### src/rtl/dac_tx_pkg.sv
// Shared definitions for the parallel DAC transmit path: default bus width,
// midscale code and the two's-complement to offset-binary mapping.
package dac_tx_pkg;

    localparam int DAC_DW_DEFAULT = 12;

    typedef logic [15:0] ucnt_t;

    function automatic logic [31:0] midscale(input int dw);
        return 32'd1 << (dw - 1);
    endfunction

    // Offset binary is two's complement with the sign bit inverted.
    function automatic logic [31:0] to_offset_binary(input logic [31:0] x, input int dw);
        return x ^ (32'd1 << (dw - 1));
    endfunction

endpackage

### src/rtl/dac_parallel_tx_if.sv
// Sample stream into the DAC transmitter: valid/ready handshake with DW-bit data.
interface dac_parallel_tx_if
    import dac_tx_pkg::*;
#(
    parameter int DW = DAC_DW_DEFAULT
);
    logic [DW-1:0] s_data;
    logic          s_valid;
    logic          s_ready;

    modport master (output s_data, output s_valid, input s_ready);
    modport slave  (input s_data, input s_valid, output s_ready);
endinterface

### src/rtl/dac_tx_fifo.sv
// Small synchronous first-word-fall-through FIFO buffering DAC samples.
module dac_tx_fifo
    import dac_tx_pkg::*;
#(
    parameter int DW         = DAC_DW_DEFAULT,
    parameter int FIFO_DEPTH = 4
) (
    input  logic          sys_clk,
    input  logic          rst_n,
    input  logic          push,
    input  logic          pop,
    input  logic [DW-1:0] din,
    output logic [DW-1:0] dout,
    output logic          full,
    output logic          empty
);
    localparam int AW = $clog2(FIFO_DEPTH);

    logic [DW-1:0] mem_r [FIFO_DEPTH];
    logic [AW-1:0] wr_ptr_r;
    logic [AW-1:0] rd_ptr_r;
    logic [AW:0]   count_r;
    logic          do_push_s;
    logic          do_pop_s;

    assign full      = (count_r == (AW+1)'(FIFO_DEPTH));
    assign empty     = (count_r == (AW+1)'(0));
    assign do_push_s = push && !full;
    assign do_pop_s  = pop && !empty;
    assign dout      = mem_r[rd_ptr_r];

    // Sample storage; contents need no reset because occupancy gates reads.
    always_ff @(posedge sys_clk) begin
        if (do_push_s) begin
            mem_r[wr_ptr_r] <= din;
        end
    end

    // Pointers wrap naturally since the depth is a power of two.
    always_ff @(posedge sys_clk) begin
        if (!rst_n) begin
            wr_ptr_r <= AW'(0);
            rd_ptr_r <= AW'(0);
            count_r  <= (AW+1)'(0);
        end else begin
            if (do_push_s) begin
                wr_ptr_r <= wr_ptr_r + AW'(1);
            end
            if (do_pop_s) begin
                rd_ptr_r <= rd_ptr_r + AW'(1);
            end
            case ({do_push_s, do_pop_s})
                2'b10:   count_r <= count_r + (AW+1)'(1);
                2'b01:   count_r <= count_r - (AW+1)'(1);
                default: count_r <= count_r;
            endcase
        end
    end
endmodule

### src/rtl/dac_parallel_tx.sv
// Parallel high-speed DAC driver: divided sample clock, FIFO-buffered data bus.
// Optional saturating underrun counter enabled by DAC_TX_UNDERRUN_CNT_EN.
module dac_parallel_tx
    import dac_tx_pkg::*;
#(
    parameter int DW         = DAC_DW_DEFAULT,
    parameter int DIV        = 1,
    parameter int FIFO_DEPTH = 4,
    parameter int TWOS_COMP  = 0
) (
    input  logic                sys_clk,
    input  logic                rst_n,
    input  logic                enable,
    dac_parallel_tx_if.slave    s_if,
    output logic                dac_clk,
    output logic [DW-1:0]       dac_d,
`ifdef DAC_TX_UNDERRUN_CNT_EN
    output logic [15:0]         underrun_cnt,
`endif
    output logic                underrun
);
    localparam int CW = (DIV > 1) ? $clog2(DIV) : 1;

    logic [CW-1:0] div_cnt_r;
    logic          dac_clk_r;
    logic [DW-1:0] dac_d_r;
    logic          underrun_r;
    logic          at_wrap_s;
    logic          upd_s;
    logic          push_s;
    logic          pop_s;
    logic          fifo_full_s;
    logic          fifo_empty_s;
    logic [DW-1:0] head_s;
    logic [DW-1:0] conv_s;

    // Update happens in the cycle where dac_clk is about to fall, giving the
    // DAC a full half-period of setup before its rising edge.
    assign at_wrap_s     = (div_cnt_r == CW'(DIV - 1));
    assign upd_s         = enable && at_wrap_s && dac_clk_r;
    assign s_if.s_ready  = rst_n && !fifo_full_s;
    assign push_s        = s_if.s_valid && s_if.s_ready;
    assign pop_s         = upd_s && !fifo_empty_s;

    dac_tx_fifo #(
        .DW         (DW),
        .FIFO_DEPTH (FIFO_DEPTH)
    ) u_fifo (
        .sys_clk (sys_clk),
        .rst_n   (rst_n),
        .push    (push_s),
        .pop     (pop_s),
        .din     (s_if.s_data),
        .dout    (head_s),
        .full    (fifo_full_s),
        .empty   (fifo_empty_s)
    );

    // Input format conversion applied to the FIFO head.
    always_comb begin
        conv_s = head_s;
        if (TWOS_COMP != 0) begin
            conv_s = DW'(to_offset_binary(32'(head_s), DW));
        end else begin
            conv_s = head_s;
        end
    end

    // Clock divider; disabling parks dac_clk low with the phase reset.
    always_ff @(posedge sys_clk) begin
        if (!rst_n) begin
            div_cnt_r <= CW'(0);
            dac_clk_r <= 1'b0;
        end else if (!enable) begin
            div_cnt_r <= CW'(0);
            dac_clk_r <= 1'b0;
        end else if (at_wrap_s) begin
            div_cnt_r <= CW'(0);
            dac_clk_r <= ~dac_clk_r;
        end else begin
            div_cnt_r <= div_cnt_r + CW'(1);
        end
    end

    // Data bus holds its last value on underrun.
    always_ff @(posedge sys_clk) begin
        if (!rst_n) begin
            dac_d_r    <= DW'(midscale(DW));
            underrun_r <= 1'b0;
        end else begin
            underrun_r <= upd_s && fifo_empty_s;
            if (pop_s) begin
                dac_d_r <= conv_s;
            end
        end
    end

`ifdef DAC_TX_UNDERRUN_CNT_EN
    ucnt_t ucnt_r;

    // Counts underrun events, saturating rather than wrapping.
    always_ff @(posedge sys_clk) begin
        if (!rst_n) begin
            ucnt_r <= 16'h0000;
        end else if (upd_s && fifo_empty_s && (ucnt_r != 16'hFFFF)) begin
            ucnt_r <= ucnt_r + 16'h0001;
        end
    end

    assign underrun_cnt = ucnt_r;
`endif

    assign dac_clk  = dac_clk_r;
    assign dac_d    = dac_d_r;
    assign underrun = underrun_r;
endmodule

### src/flat_wrapper.sv
// flat-port wrapper written by rule: the top's interface ports become plain ports
module dac_parallel_tx_flat import dac_tx_pkg::*;
#(
    parameter int DW         = DAC_DW_DEFAULT,
    parameter int DIV        = 1,
    parameter int FIFO_DEPTH = 4,
    parameter int TWOS_COMP  = 0
)
  (sys_clk, rst_n, enable, dac_clk, dac_d, underrun, s_if_s_data, s_if_s_valid, s_if_s_ready);
  dac_parallel_tx_if #(.DW(DW)) s_if_i ();
  input  logic sys_clk;
  input  logic rst_n;
  input  logic enable;
  output logic dac_clk;
  output logic [DW-1:0] dac_d;
  output logic underrun;
  input wire logic [$bits(s_if_i.s_data)-1:0] s_if_s_data;
  input wire logic [$bits(s_if_i.s_valid)-1:0] s_if_s_valid;
  output wire logic [$bits(s_if_i.s_ready)-1:0] s_if_s_ready;
  assign s_if_i.s_data = s_if_s_data;
  assign s_if_i.s_valid = s_if_s_valid;
  assign s_if_s_ready = s_if_i.s_ready;
  dac_parallel_tx #(.DW(DW), .DIV(DIV), .FIFO_DEPTH(FIFO_DEPTH), .TWOS_COMP(TWOS_COMP)) u_core (.sys_clk(sys_clk), .rst_n(rst_n), .enable(enable), .s_if(s_if_i), .dac_clk(dac_clk), .dac_d(dac_d), .underrun(underrun));
endmodule
### config.mk
export PLATFORM = sky130hd
export DESIGN_NAME = dac_parallel_tx_flat
export DESIGN_NICKNAME = d
export VERILOG_FILES = /design/src/rtl/dac_tx_pkg.sv /design/src/rtl/dac_parallel_tx_if.sv /design/src/rtl/dac_tx_fifo.sv /design/src/rtl/dac_parallel_tx.sv /design/src/flat_wrapper.sv
export SDC_FILE = /design/constraint.sdc
export NUM_CORES = 1
export LEC_CHECK = 0
export ABC_AREA = 1
export BUFFER_PORTS_ARGS = -buffer_cell sky130_fd_sc_hd__buf_2
export CAP_MARGIN = 20
export CORE_ASPECT_RATIO = 1.2
export CORE_MARGIN = 10
export CORE_UTILIZATION = 50
export DETAILED_ROUTE_END_ITERATION = 16
export GPL_TIMING_DRIVEN = 0
export PLACE_DENSITY = 0.69
export REMOVE_ABC_BUFFERS = 1
export SYNTH_ARGS = -nofsm -noshare
export SYNTH_HDL_FRONTEND = slang
export SYNTH_SLANG_ARGS = --single-unit
### constraint.sdc
create_clock -name sys_clk -period 3.35 [get_ports sys_clk]
set_input_delay 0 -clock sys_clk [delete_from_list [all_inputs] [get_ports sys_clk]]
set_output_delay 0 -clock sys_clk [all_outputs]
set_load 0.01 [all_outputs]
==> impl_results.md <==
* CORE AREA at approximately 0.0060 mm2
* Minimum clock period at 2.11 ns
* Dpl hpwl at ~3700 um
* Drt first pass iters at 6
* Share of the synthesized area in the top cell type at 0.468
* Vias in the first global route at between 2000 and 2500
* Tightest Pin Transition at around 0.69 ns
* Synth Register Bits at 70
* Hold Path Class: primary input to flop
* Lkg Pwr at between 0.0015 and 0.002 uW
* Initial DRC Count at 92
* Layout cells sized above 1 at 0.133
* Antenna violations before repair at 0
* Root Driver: clkbuf_8
* I/O pin count at 31
* Outcome: complete, no violations
* Htree depth at 3
* Top cells by area, synth: edfxtp_1 (47%), dfxtp_1 (14%), nand2_1 (11%), inv_1 (8.2%), nand3_1 (5.0%)
* Largest area contributor in the netlist: edfxtp_1
* Seq/Total Area, Yosys at 0.612
* CTS Buf Count at 9
* Port bufs at 30
* Die footprint at approximately 0.0097 mm2
* N_diodes at 0
* Final GP Congestion at roughly 0.7
* Max-cap violations at 0
* Vert. Die Dim at roughly 110 um
* Crit path capture type: flop
* Avg Inst Size Synth at roughly 9.3 um2
* Worst Path Arrival at between 2 and 2.5 ns
* Largest net degree at the start of global routing at 29
* FMAX at ~0.47 GHz
* Die Wd at slightly above 90 um
* CP startpoint kind: flop
* Via count at 2114
* TritonCTS clock tree: built
* Fin crit share at 0.629
* Synth Cell Area at 0.00308 mm2
* Overflow after GRT at 0
* Clk_skew at ~0.0065 ns
* Critical path fanouts, max at 25
* Starting Density at 0.512
* Final-stage net count at ~400
* Total power at 1610 uW
* Cell Rows at 31
* Post-Route WL at around 5700 um
* CP Data Required Time at about 3.6 ns
* DRC at 0
* Placement Setup Slack at around 1.2 ns
* Unique masters post-synth at 21
* Clock transition at path regs at around 0.070 ns
* Syn. warnings at 0
* Setup TNS at 0 ns
* Slew HR at 0.538
* Cells after Synth at 330
* Routed Antenna Nets at 0
* Peak supply drop at 0.000342 V
* Resized Gates After CTS at 0
* Clock sinks at 70
* Final WS setup at between 1 and 1.5 ns
* Max Slew Vio Count at 0
* Hold Vio Cnt, Final at 0
* Insertion delay to the later sink of the worst-skew pair at around 0.34 ns
* Clock buffer depth at 2
* Crit Path Class: flop to flop
* Pwr Density at 449 mW/mm2
* Routed len/inst at around 12 um
* Unrepaired setup endpoints after global routing: false
* Most frequent cells in the layout: nand2_1 (94), inv_1 (67), edfxtp_1 (48)
* Vias per Instance at around 4.5
* Area growth from synthesis to layout at 16.6%
* Setup Viol. Count Final at 0
* Most common cell after layout, fill and taps aside: nand2_1
* Gr usage total at 0.125
* Hold_ws at between 0.09 and 0.1 ns
* Global-route wire length before repair at 9670 um
==> layer usage <==
metal / track usage / vias up / routed length, um
li1: - / 1107 / -
met1: 0.135 / 958 / 2500
met2: 0.218 / 36 / 2800
met3: 0.0289 / 13 / 204
met4: 0.0774 / 0 / 165
met5: 0 / - / 0
==> registers in the layout, indices dropped and copies added, names as in the netlist <==
register and count:
u_core.u_fifo.mem_r 48, u_core.dac_d 12, u_core.u_fifo.count_r 3, u_core.u_fifo.rd_ptr_r 2, u_core.u_fifo.wr_ptr_r 2, u_core.dac_clk 1
u_core.div_cnt_r 1, u_core.underrun 1
==> metrics by stage <==
stage	std cells	utilization	area [um2]
2_1_floorplan	319	-	2970
5_1_grt	465	0.596	3590
3_3_place_gp	431	0.537	3230
4_1_cts	464	0.592	3560
3_5_place_dp	435	0.544	3270
6_report	465	0.596	3590
==> repair_timing <==
| action | in CTS | in global routing |
|---|---|---|
| hold buffers | 14 | 0 |
| buffers inserted | 0 | 0 |
| endpoints found under the hold margin | 52 | 0 |
==> Yosys cell counts <==
| cell type | n |
|---|---|
| nor4_1 | 1 |
| ha_1 | 5 |
| buf_6 | 5 |
| xor2_1 | 2 |
| nor2_1 | 34 |
| conb_1 | 1 |
| nand4_1 | 1 |
| clkbuf_8 | 2 |
| o21ai_0 | 1 |
| nand2_2 | 1 |
| nand2_1 | 94 |
| buf_2 | 4 |
| nand2_4 | 2 |
| inv_1 | 67 |
| fa_1 | 1 |
| nand3_1 | 31 |
| inv_4 | 1 |
| dfxtp_1 | 22 |
| edfxtp_1 | 48 |
| a21oi_1 | 5 |
| nor2_4 | 2 |
==> area by class of cell <==
class,instances,area [um2]
Fill cell,503,2430
Sequential cell,70,1880
Multi-Input combinational cell,181,833
Timing Repair Buffer,49,363
Inverter,68,258
Clock buffer,12,135
Tap cell,82,103
Clock inverter,3,12.5
==> critical path: stages (launching register included) <==
cell and delay, ns:
dfxtp_1 0.37, nor2_4 0.18, nand2_4 0.08, nand2_4 0.24, inv_1 0.13, ha_1 0.25, fa_1 0.41, nor2_1 0.12
nor2_1 0.06, a21oi_1 0.12, nor2_1 0.05
==> cells by family after synthesis <==
| group | synth area share |
|---|---|
| AOI/OAI and AO/OA | 0.00976 |
| xor gates and xnor gates | 0.00569 |
| adders and majority gates | 0.0268 |
| buffers and inverters | 0.118 |
| DFF | 0.612 |
| other | 0.00122 |
| and+or+nand+nor | 0.227 |
==> where the power goes <==
group	switching, uW	internal, uW
Sequential	11.9	946
Combinational	58.7	44.0
Clock	289	259
==> worst paths after layout <==
kind	cells past startpoint	start	slack, ns	to
worst max-delay path	10	u_core.u_fifo.count_r[0]	1.24	u_core.u_fifo.count_r[2]
worst min-delay path	3	rst_n	0.09	u_core.dac_d[1]
worst max register to register	10	u_core.u_fifo.count_r[0]	1.24	u_core.u_fifo.count_r[2]
worst min register to register	2	u_core.dac_d[11]	0.49	u_core.dac_d[11]
Power figures use the tool's default switching activity.
